$ cat config.mk
export PLATFORM = sky130hd
export DESIGN_NAME = vga_timing_receiver
export DESIGN_NICKNAME = d
export VERILOG_FILES = /design/src/rtl/vga_timing_pkg.sv /design/src/rtl/vga_sync_edge.sv /design/src/rtl/vga_timing_receiver.sv
export SDC_FILE = /design/constraint.sdc
export NUM_CORES = 1
export LEC_CHECK = 0
export CORE_MARGIN = 4
export CORE_UTILIZATION = 37
export DETAILED_ROUTE_END_ITERATION = 10
export DONT_BUFFER_PORTS = 1
export PLACE_DENSITY = 0.55
export SLEW_MARGIN = 30
export SYNTH_ARGS = -nofsm -noshare
export SYNTH_HDL_FRONTEND = slang
export SYNTH_HIERARCHICAL = 1
export SYNTH_SLANG_ARGS = --single-unit
$ cat constraint.sdc
create_clock -name clk -period 6.3 [get_ports clk]
set_clock_uncertainty 0.15 [all_clocks]
set_input_delay 1.89 -clock clk [delete_from_list [all_inputs] [get_ports clk]]
set_output_delay 1.89 -clock clk [all_outputs]
set_load 0.005 [all_outputs]
$ cat src/rtl/vga_timing_pkg.sv
// vga_timing_pkg
// Shared definitions for the VGA timing receiver: 640x480@60 default timing constants,
// helpers that derive line/frame totals and sync-to-active offsets, and the lock FSM state
// type. No ports (package).
package vga_timing_pkg;

    localparam int unsigned DEF_H_ACTIVE    = 640;
    localparam int unsigned DEF_H_FP        = 16;
    localparam int unsigned DEF_H_SYNC      = 96;
    localparam int unsigned DEF_H_BP        = 48;
    localparam int unsigned DEF_V_ACTIVE    = 480;
    localparam int unsigned DEF_V_FP        = 10;
    localparam int unsigned DEF_V_SYNC      = 2;
    localparam int unsigned DEF_V_BP        = 33;
    localparam int unsigned DEF_SYNC_POL    = 0;
    localparam int unsigned DEF_LOCK_FRAMES = 2;

    // Width of the pixel/line counters and of the x/y outputs.
    localparam int unsigned CNT_W = 10;

    typedef enum logic [1:0] {
        SEARCH = 2'd0,
        VERIFY = 2'd1,
        LOCKED = 2'd2
    } lock_state_t;

    // Total ticks per line (or lines per frame).
    function automatic int unsigned calc_total(input int unsigned act, input int unsigned fp,
                                               input int unsigned sync, input int unsigned bp);
        return act + fp + sync + bp;
    endfunction

    // Counter value of the first active pixel/line, counted from the sync assertion edge.
    function automatic int unsigned calc_ofs(input int unsigned sync, input int unsigned bp);
        return sync + bp;
    endfunction

endpackage

$ cat src/rtl/vga_sync_edge.sv
// vga_sync_edge
// Polarity normalisation and assertion-edge detection for one sync signal.
// Ports:
//   clk, reset   - system clock, synchronous active-high reset
//   en           - sample enable; the previous-level register only moves when en=1
//   sync_in      - raw sync input (synchronous to clk)
//   assert_edge  - combinational: en=1, sync asserted now, and deasserted at the last sample
module vga_sync_edge #(
    parameter bit SYNC_POL = 1'b0
) (
    input  logic clk,
    input  logic reset,
    input  logic en,
    input  logic sync_in,
    output logic assert_edge
);

    logic level;
    logic prev_q, prev_d;

    assign level = (sync_in == SYNC_POL);

    always_comb begin
        prev_d = prev_q;
        if (en) begin
            prev_d = level;
        end
    end

    assign assert_edge = en & level & ~prev_q;

    always_ff @(posedge clk) begin
        if (reset) begin
            prev_q <= 1'b0;
        end else begin
            prev_q <= prev_d;
        end
    end

endmodule

$ cat src/rtl/vga_timing_receiver.sv
// vga_timing_receiver
// Recovers pixel coordinates from incoming hsync/vsync, checks line/frame lengths and
// declares lock after LOCK_FRAMES consecutive clean frames.
// Ports:
//   clk, reset     - system clock, synchronous active-high reset
//   pixel_tick     - pixel enable; nothing moves in cycles where it is 0
//   hsync_in       - horizontal sync (polarity set by SYNC_POL)
//   vsync_in       - vertical sync (polarity set by SYNC_POL)
//   x, y           - active-area column/row (hold outside the active area)
//   active         - current pixel is in the active area and timing is locked
//   line_start     - one-clk pulse per hsync assertion edge
//   frame_start    - one-clk pulse per vsync assertion edge
//   locked         - timing verified
//   sync_err       - one-clk pulse per timing violation
module vga_timing_receiver
    import vga_timing_pkg::*;
#(
    parameter int unsigned H_ACTIVE    = DEF_H_ACTIVE,
    parameter int unsigned H_FP        = DEF_H_FP,
    parameter int unsigned H_SYNC      = DEF_H_SYNC,
    parameter int unsigned H_BP        = DEF_H_BP,
    parameter int unsigned V_ACTIVE    = DEF_V_ACTIVE,
    parameter int unsigned V_FP        = DEF_V_FP,
    parameter int unsigned V_SYNC      = DEF_V_SYNC,
    parameter int unsigned V_BP        = DEF_V_BP,
    parameter int unsigned SYNC_POL    = DEF_SYNC_POL,
    parameter int unsigned LOCK_FRAMES = DEF_LOCK_FRAMES
) (
    input  logic             clk,
    input  logic             reset,
    input  logic             pixel_tick,
    input  logic             hsync_in,
    input  logic             vsync_in,
    output logic [CNT_W-1:0] x,
    output logic [CNT_W-1:0] y,
    output logic             active,
    output logic             line_start,
    output logic             frame_start,
    output logic             locked,
    output logic             sync_err
);

    localparam int unsigned H_TOTAL = calc_total(H_ACTIVE, H_FP, H_SYNC, H_BP);
    localparam int unsigned V_TOTAL = calc_total(V_ACTIVE, V_FP, V_SYNC, V_BP);
    localparam int unsigned H_OFS   = calc_ofs(H_SYNC, H_BP);
    localparam int unsigned V_OFS   = calc_ofs(V_SYNC, V_BP);

    localparam logic [CNT_W-1:0] H_LAST = CNT_W'(H_TOTAL - 1);
    localparam logic [CNT_W-1:0] V_LAST = CNT_W'(V_TOTAL - 1);
    localparam logic [CNT_W-1:0] H_BEG  = CNT_W'(H_OFS);
    localparam logic [CNT_W-1:0] V_BEG  = CNT_W'(V_OFS);
    localparam logic [CNT_W-1:0] H_END  = CNT_W'(H_OFS + H_ACTIVE);
    localparam logic [CNT_W-1:0] V_END  = CNT_W'(V_OFS + V_ACTIVE);

    // good_cnt counts 0..LOCK_FRAMES-1; the frame that would reach LOCK_FRAMES locks instead.
    localparam int unsigned        GOOD_W    = (LOCK_FRAMES > 1) ? $clog2(LOCK_FRAMES) : 1;
    localparam logic [GOOD_W-1:0] GOOD_LAST = GOOD_W'(LOCK_FRAMES - 1);

    logic h_edge, v_edge;
    logic h_err, v_err, viol;
    logic in_h, in_v;

    logic [CNT_W-1:0]  h_cnt_q, h_cnt_d;
    logic [CNT_W-1:0]  v_cnt_q, v_cnt_d;
    logic [CNT_W-1:0]  x_q, x_d;
    logic [CNT_W-1:0]  y_q, y_d;
    lock_state_t       state_q, state_d;
    logic [GOOD_W-1:0] good_cnt_q, good_cnt_d;
    logic              active_q, active_d;
    logic              line_start_q, line_start_d;
    logic              frame_start_q, frame_start_d;
    logic              locked_q, locked_d;
    logic              sync_err_q, sync_err_d;

    vga_sync_edge #(
        .SYNC_POL (SYNC_POL != 0)
    ) u_hsync (
        .clk         (clk),
        .reset       (reset),
        .en          (pixel_tick),
        .sync_in     (hsync_in),
        .assert_edge (h_edge)
    );

    // vsync is only looked at on hsync edges, so its edge is line-aligned.
    vga_sync_edge #(
        .SYNC_POL (SYNC_POL != 0)
    ) u_vsync (
        .clk         (clk),
        .reset       (reset),
        .en          (h_edge),
        .sync_in     (vsync_in),
        .assert_edge (v_edge)
    );

    // Counters and length checks. Counters saturate at TOTAL-1 instead of wrapping.
    always_comb begin
        h_cnt_d = h_cnt_q;
        v_cnt_d = v_cnt_q;
        h_err   = 1'b0;
        v_err   = 1'b0;
        if (pixel_tick) begin
            if (h_edge) begin
                h_err   = (h_cnt_q != H_LAST);
                h_cnt_d = '0;
                if (v_edge) begin
                    v_err   = (v_cnt_q != V_LAST);
                    v_cnt_d = '0;
                end else if (v_cnt_q == V_LAST) begin
                    v_err = 1'b1;
                end else begin
                    v_cnt_d = v_cnt_q + 10'd1;
                end
            end else if (h_cnt_q == H_LAST) begin
                h_err = 1'b1;
            end else begin
                h_cnt_d = h_cnt_q + 10'd1;
            end
        end
    end

    assign viol = h_err | v_err;

    // Lock FSM. A violation always wins over a good-frame completion on the same tick.
    always_comb begin
        state_d    = state_q;
        good_cnt_d = good_cnt_q;
        unique case (state_q)
            SEARCH: begin
                if (v_edge) begin
                    state_d    = VERIFY;
                    good_cnt_d = '0;
                end
            end
            VERIFY: begin
                if (viol) begin
                    state_d = SEARCH;
                end else if (v_edge) begin
                    if (good_cnt_q == GOOD_LAST) begin
                        state_d = LOCKED;
                    end else begin
                        good_cnt_d = good_cnt_q + 1'b1;
                    end
                end
            end
            LOCKED: begin
                if (viol) begin
                    state_d = SEARCH;
                end
            end
            default: state_d = SEARCH;
        endcase
    end

    // Outputs reflect the post-tick counters so they line up with the sample just taken.
    always_comb begin
        in_h          = (h_cnt_d >= H_BEG) && (h_cnt_d < H_END);
        in_v          = (v_cnt_d >= V_BEG) && (v_cnt_d < V_END);
        x_d           = x_q;
        y_d           = y_q;
        if (in_h && in_v) begin
            x_d = h_cnt_d - H_BEG;
            y_d = v_cnt_d - V_BEG;
        end
        locked_d      = (state_d == LOCKED);
        active_d      = locked_d && in_h && in_v;
        line_start_d  = h_edge;
        frame_start_d = v_edge;
        sync_err_d    = viol;
    end

    always_ff @(posedge clk) begin
        if (reset) begin
            h_cnt_q       <= '0;
            v_cnt_q       <= '0;
            x_q           <= '0;
            y_q           <= '0;
            state_q       <= SEARCH;
            good_cnt_q    <= '0;
            active_q      <= 1'b0;
            line_start_q  <= 1'b0;
            frame_start_q <= 1'b0;
            locked_q      <= 1'b0;
            sync_err_q    <= 1'b0;
        end else begin
            h_cnt_q       <= h_cnt_d;
            v_cnt_q       <= v_cnt_d;
            x_q           <= x_d;
            y_q           <= y_d;
            state_q       <= state_d;
            good_cnt_q    <= good_cnt_d;
            active_q      <= active_d;
            line_start_q  <= line_start_d;
            frame_start_q <= frame_start_d;
            locked_q      <= locked_d;
            sync_err_q    <= sync_err_d;
        end
    end

    assign x           = x_q;
    assign y           = y_q;
    assign active      = active_q;
    assign line_start  = line_start_q;
    assign frame_start = frame_start_q;
    assign locked      = locked_q;
    assign sync_err    = sync_err_q;

endmodule

* Word-level counts from Yosys, hierarchy flattened
Cells that the tools add are included.
Word-level totals: input bits 5, output and inout port bits 25, flip-flop bits (word level) 50
Cells by class: bitwise operators 9, reduce and logical (&&, ||, !) cells 8, equal/unequal tests 10, add/sub/neg operators 5, magnitude comparators 4, muxes and demuxes 25
Operators by type and width (number):
- 2-to-1 mux 10 bit | 7
- adder 10 x 1 -> 10 bit (second input constant) | 2
- == test 10 bit (second input constant) | 2
- less-than comparator 10 bit (second input constant) | 2
- inequality test 10 bit (second input constant) | 2
- 2-to-1 mux 1 bit | 11
- >= comparator 10 x 6 -> 1 bit (second input constant) | 1
- >= comparator 10 x 8 -> 1 bit (second input constant) | 1
- 2-to-1 mux 2 bit | 5
- subtractor 10 x 6 -> 10 bit (second input constant) | 1
- subtractor 10 x 8 -> 10 bit (second input constant) | 1
- inequality test 2 bit (second input constant) | 3
- one-hot mux 2 bit (3 select lines) | 1
- logical AND 1 bit | 5
- bitwise AND 1 bit | 4
- == test 2 bit (second input constant) | 2
- NOT 1 bit | 4
- AND reduction 4 bit | 1
- == test 2 x 1 -> 1 bit (second input constant) | 1
- logical NOT 2 bit | 1
- one-hot mux 1 bit (2 select lines) | 1
- nonzero test 2 bit | 1
- adder 1 bit (second input constant) | 1
- bitwise OR 1 bit | 1

* Longest topological paths before layout
depth after elaboration 14, mapped depth 14

* By module
The synthesis kept the hierarchy.
Modules (own cells, without submodules):
- vga_timing_receiver | times used 1, area each 2971.6 um^2, cells each 349
- vga_sync_edge | times used 2, area each 38.8 um^2, cells each 4

* Least setup slack after synthesis
No wires, ideal clock.
path kind input-to-reg, start point input port pixel_tick, end point register x_q[0], in the netlist x[0], stages on the path 12, path slack 0.996 ns, data arrival time 5.032 ns, buffers on the path 2, cells stage by stage nor3b_1 -> nor3b_1 -> clkbuf_1 -> o21ai_0 -> mux2i_1 -> inv_1 -> ha_1 -> or4_1 -> a21oi_1 -> a21bo_4 -> buf_12 -> mux2_4
On the way: longest elaborated chain between the ends 10
Ends and longest elaborated chain:
- start, declared | line vga_timing_receiver.sv:31 | input logic pixel_tick,
- bitwise AND 1 bit (*) (4 in a row) | line vga_sync_edge.sv:30 | assign assert_edge = en & level & ~prev_q;
- net frame_start_d | line vga_timing_receiver.sv:71 | logic frame_start_q, frame_start_d;
- 2-to-1 mux 10 bit (*) | line vga_timing_receiver.sv:106 | if (v_edge) begin
- 2-to-1 mux 10 bit (*) | line vga_timing_receiver.sv:103 | if (h_edge) begin
- 2-to-1 mux 10 bit (*) | line vga_timing_receiver.sv:102 | if (pixel_tick) begin
- net v_cnt_d[0] | line vga_timing_receiver.sv:64 | logic [CNT_W-1:0] v_cnt_q, v_cnt_d;
- >= comparator 10 x 6 -> 1 bit / less-than comparator 10 bit (equally long branches) | line vga_timing_receiver.sv:158 | in_v = (v_cnt_d >= V_BEG) && (v_cnt_d < V_END);
- logical AND 1 bit (*) | line vga_timing_receiver.sv:158
- logical AND 1 bit (*) | line vga_timing_receiver.sv:161 | if (in_h && in_v) begin
- end signal, assigned | line vga_timing_receiver.sv:176 | x_q <= '0;
- end signal, assigned | line vga_timing_receiver.sv:188 | x_q <= x_d;
- end, declared | line vga_timing_receiver.sv:65 | logic [CNT_W-1:0] x_q, x_d;
Mark *: on every way through the listed nets, which the timed path passes. The rest lies on a longest branch. A chain may end at the register's enable or synchronous reset.

* Worst setup path in the final report
start point input port pixel_tick, end point register y_q[3], in the netlist y[3]
On the way: longest elaborated chain between the ends 10
Ends and longest elaborated chain:
- bitwise AND 1 bit (4 in a row) | line vga_sync_edge.sv:30
- 2-to-1 mux 10 bit | line vga_timing_receiver.sv:106
- 2-to-1 mux 10 bit | line vga_timing_receiver.sv:103
- 2-to-1 mux 10 bit | line vga_timing_receiver.sv:102
- >= comparator 10 x 6 -> 1 bit / less-than comparator 10 bit (equally long branches) | line vga_timing_receiver.sv:158
- logical AND 1 bit | line vga_timing_receiver.sv:158
- logical AND 1 bit | line vga_timing_receiver.sv:161
- end signal, assigned | line vga_timing_receiver.sv:189 | y_q <= y_d;
- end, declared | line vga_timing_receiver.sv:66 | logic [CNT_W-1:0] y_q, y_d;
Several ways; a longest one is shown, not always the timed one.

==> impl_metrics.json <==
{
  "status": "complete, no violations",
  "grt_usage": 0.158,
  "routedWlPerCell_um": 16.7,
  "gp_congestion": 0.850,
  "final-hold-violation-count": 0,
  "critPathLaunch": "pixel_tick",
  "buffer_ports.inserted": 0,
  "cts_buffer_depth": 2,
  "arrival_ns": 5.43,
  "cts_made_buffers": 5,
  "vias": 2578,
  "ioPinCount": 30,
  "drv_slew": 0,
  "worst_slew_pin_slew_ns": 0.753,
  "postSynthRegisterBits": 50,
  "antenna_found_initial": 0,
  "overflow": 0,
  "crit_required_ns": 6.35,
  "grt_pass1_wl_mm": 12.6,
  "hold_end": "state_q[0]$_SDFF_PP0_",
  "seqPwrFrac": 0.584,
  "cts_resized": 0,
  "avgViaCountPerCell": 5.74,
  "h-tree-depth": 2,
  "first_iter_violations": 77,
  "final_cell_mix": "50 x dfxtp_1, 36 x nor2_1, 30 x nand2_1",
  "initial_core_util": 0.387,
  "die_w_um": 98.8,
  "post_cts_buffers": 0,
  "fp.dieArea_mm2": 0.00976,
  "hold_depth": 1,
  "p_int_w": 0.000420,
  "yosysWarnings": 6,
  "combPwrFrac": 0.059,
  "drtAntennaViolNets": 0,
  "fin_crit_ns": 5.38,
  "drc": 0,
  "critPathLaunchType": "primary input",
  "min_path_type": "register to register",
  "syn_area_mm2": 0.00305,
  "utilization": 0.402,
  "syn_nets": 368,
  "cp-end-kind": "register",
  "timing.max_slew.rel_slack": 0.498,
  "synthCells": 357,
  "syn_to_final_growth_pct": 3.94,
  "finalSetupTns_ns": 0,
  "powerDensity_mw_per_mm2": 175,
  "worstSetupPathType": "primary input to register",
  "r2r-start": "h_cnt_q[4]$_SDFF_PP0_",
  "hpwlAfterDp_mm": 5.50,
  "drive_gt1_frac": 0.0778,
  "clockPowerShare": 0.357,
  "p_sw_w": 0.000136,
  "clk_latency_ns": 0.30,
  "final_common_cell": "dfxtp_1",
  "irDropWorstVdd_uv": 75.3,
  "swShare": 0.244,
  "synth_ff_type": "dfxtp_1",
  "syn_area_per_cell_um2": 8.54,
  "ys_seq_area_frac": 0.328,
  "rows": 32,
  "drt-total-wl_mm": 7.51,
  "synth_edf_count": 0,
  "die_y_um": 98.8,
  "ys_types": 66,
  "setup_viol": 0,
  "min_from": "state_q[1]$_SDFF_PP0_",
  "grt_pass1_vias": 2542,
  "crit_fanout": 26,
  "p_leak_nw": 1.22,
  "cts.sinks": 50,
  "nets": 357,
  "timing.fmax_ghz": 0.186,
  "postCtsHoldBufs": 0,
  "maxCapViolCount": 0,
  "path_clk_slew_ns": 0.10,
  "tritoncts": "built",
  "rr_worst_depth": 11,
  "rsz0062_at_grt": "false",
  "finalCritPeriodShare": 0.853,
  "grt_max_degree": 41,
  "async_reset_ff_frac": 0,
  "core_area_mm2": 0.00789,
  "r2r_setup_slack_ns": 1.90,
  "rr_endpoint": "y[3]$_SDFFE_PP0P_",
  "diodes": 0,
  "root_buffer": "clkbuf_8",
  "dr.pass1.iters": 4
}
-- power by group through the flow --
stage          sequential (W)  combinational, W  clock, W
5_1_grt              0.000325         0.0000380  0.000224
6_report             0.000324         0.0000328  0.000199
3_5_place_dp         0.000332         0.0000330         0
4_1_cts              0.000324         0.0000331  0.000207
3_3_place_gp         0.000332         0.0000330         0
2_1_floorplan        0.000330         0.0000303         0
-- critical path: stages --
cell and delay, ns:
nor3b_1 0.54, buf_4 0.29, nand2b_1 0.12, a21oi_1 0.05, nor3_1 0.38, ha_1 0.30
inv_1 0.05, a2111oi_1 0.48, o31ai_1 0.17, a211o_1 0.32, a21bo_4 0.45, mux2_1 0.36
-- routing by layer --
metal | vias up | wire length [um] | share of wire | global-route usage
met3 | 14 | 243 | 0.032 | 0.0262
met2 | 49 | 3820 | 0.51 | 0.284
met1 | 1222 | 3260 | 0.43 | 0.186
li1 | 1293 | - | - | -
met4 | 0 | 189 | 0.025 | 0.0578
met5 | - | 0 | 0 | 0
-- per-stage QoR --
stage	instance area, um2	total power (W)	hold WS [ns]	instances	setup slack (ns)
4_1_cts	3170	0.000564	0.298	449	0.839
3_3_place_gp	3070	0.000365	0.289	441	0.749
6_report	3170	0.000556	0.295	449	0.924
3_5_place_dp	3070	0.000365	0.284	441	0.553
5_1_grt	3170	0.000587	0.324	449	0.557
2_1_floorplan	3050	0.000361	0.275	357	0.996
-- cells in the mapped netlist (2+ instances only) --
cell / instances / area (um2)
a211o_1: 2 / 17.5
a211oi_1: 6 / 45.0
a21oi_1: 14 / 70.1
a221o_1: 2 / 20.0
a221oi_2: 2 / 30.0
a31oi_1: 7 / 43.8
and2_1: 7 / 43.8
and3_1: 7 / 43.8
and3b_1: 2 / 17.5
and4_1: 4 / 35.0
buf_2: 3 / 15.0
buf_4: 2 / 15.0
buf_6: 2 / 22.5
clkbuf_1: 11 / 41.3
dfxtp_1: 50 / 1000
ha_1: 6 / 75.1
inv_1: 14 / 52.6
mux2_4: 8 / 120
mux2i_1: 11 / 110
nand2_1: 30 / 113
nand2b_1: 3 / 18.8
nand3_1: 15 / 75.1
nand4_1: 11 / 68.8
nor2_1: 36 / 135
nor2b_1: 17 / 106
nor3_1: 7 / 35.0
nor3b_1: 3 / 22.5
nor4_1: 7 / 43.8
o211ai_1: 4 / 30.0
o21a_1: 2 / 15.0
o21ai_0: 9 / 45.0
o311a_1: 4 / 40.0
o311ai_0: 2 / 17.5
o31a_1: 4 / 35.0
o31ai_1: 2 / 15.0
or2_1: 2 / 12.5
or3_1: 4 / 25.0
xnor2_1: 6 / 52.6
xor2_1: 2 / 17.5
-- sequential cells by signal, indices dropped and copies added (netlist names) --
name            count
u_hsync/prev_q      1
v_cnt_q            10
h_cnt_q            10
line_start          1
sync_err            1
x                  10
active              1
u_vsync/prev_q      1
frame_start         1
y                  10
good_cnt_q          1
locked              1
state_q             2
-- cell type report --
cell class / instances / area, um2
clock buffer: 6 / 82.6
clock inverter: 2 / 12.5
fill: 812 / 4720
inverter: 14 / 52.6
multi-input combinational: 273 / 1880
sequential: 50 / 1000
tap: 102 / 128
timing repair buffer: 2 / 15.0
-- how the worst max path moves through the flow --
stage / endpoint / slack (ns) / cells after the start
2_1_floorplan: x[0]$_SDFFE_PP0P_ / 1.0 / 12
3_5_place_dp: y[3]$_SDFFE_PP0P_ / 0.55 / 12
5_1_grt: y[3]$_SDFFE_PP0P_ / 0.56 / 12
6_report: y[3]$_SDFFE_PP0P_ / 0.92 / 12
4_1_cts: y[3]$_SDFFE_PP0P_ / 0.84 / 12
3_3_place_gp: y[3]$_SDFFE_PP0P_ / 0.75 / 12
-- kinds of logic after synthesis --
| kind of cell | after synthesis | share of synthesized area |
|---|---|---|
| adders and majority gates | 6 | 0.0246 |
| DFF | 50 | 0.328 |
| and+or+nand+nor | 166 | 0.306 |
| xor gates and xnor gates | 8 | 0.0230 |
| muxes | 20 | 0.0792 |
| buffers and inverters | 34 | 0.0558 |
| AOI/OAI and AO/OA | 73 | 0.183 |
Note: power is estimated with default switching activity, not from simulation.
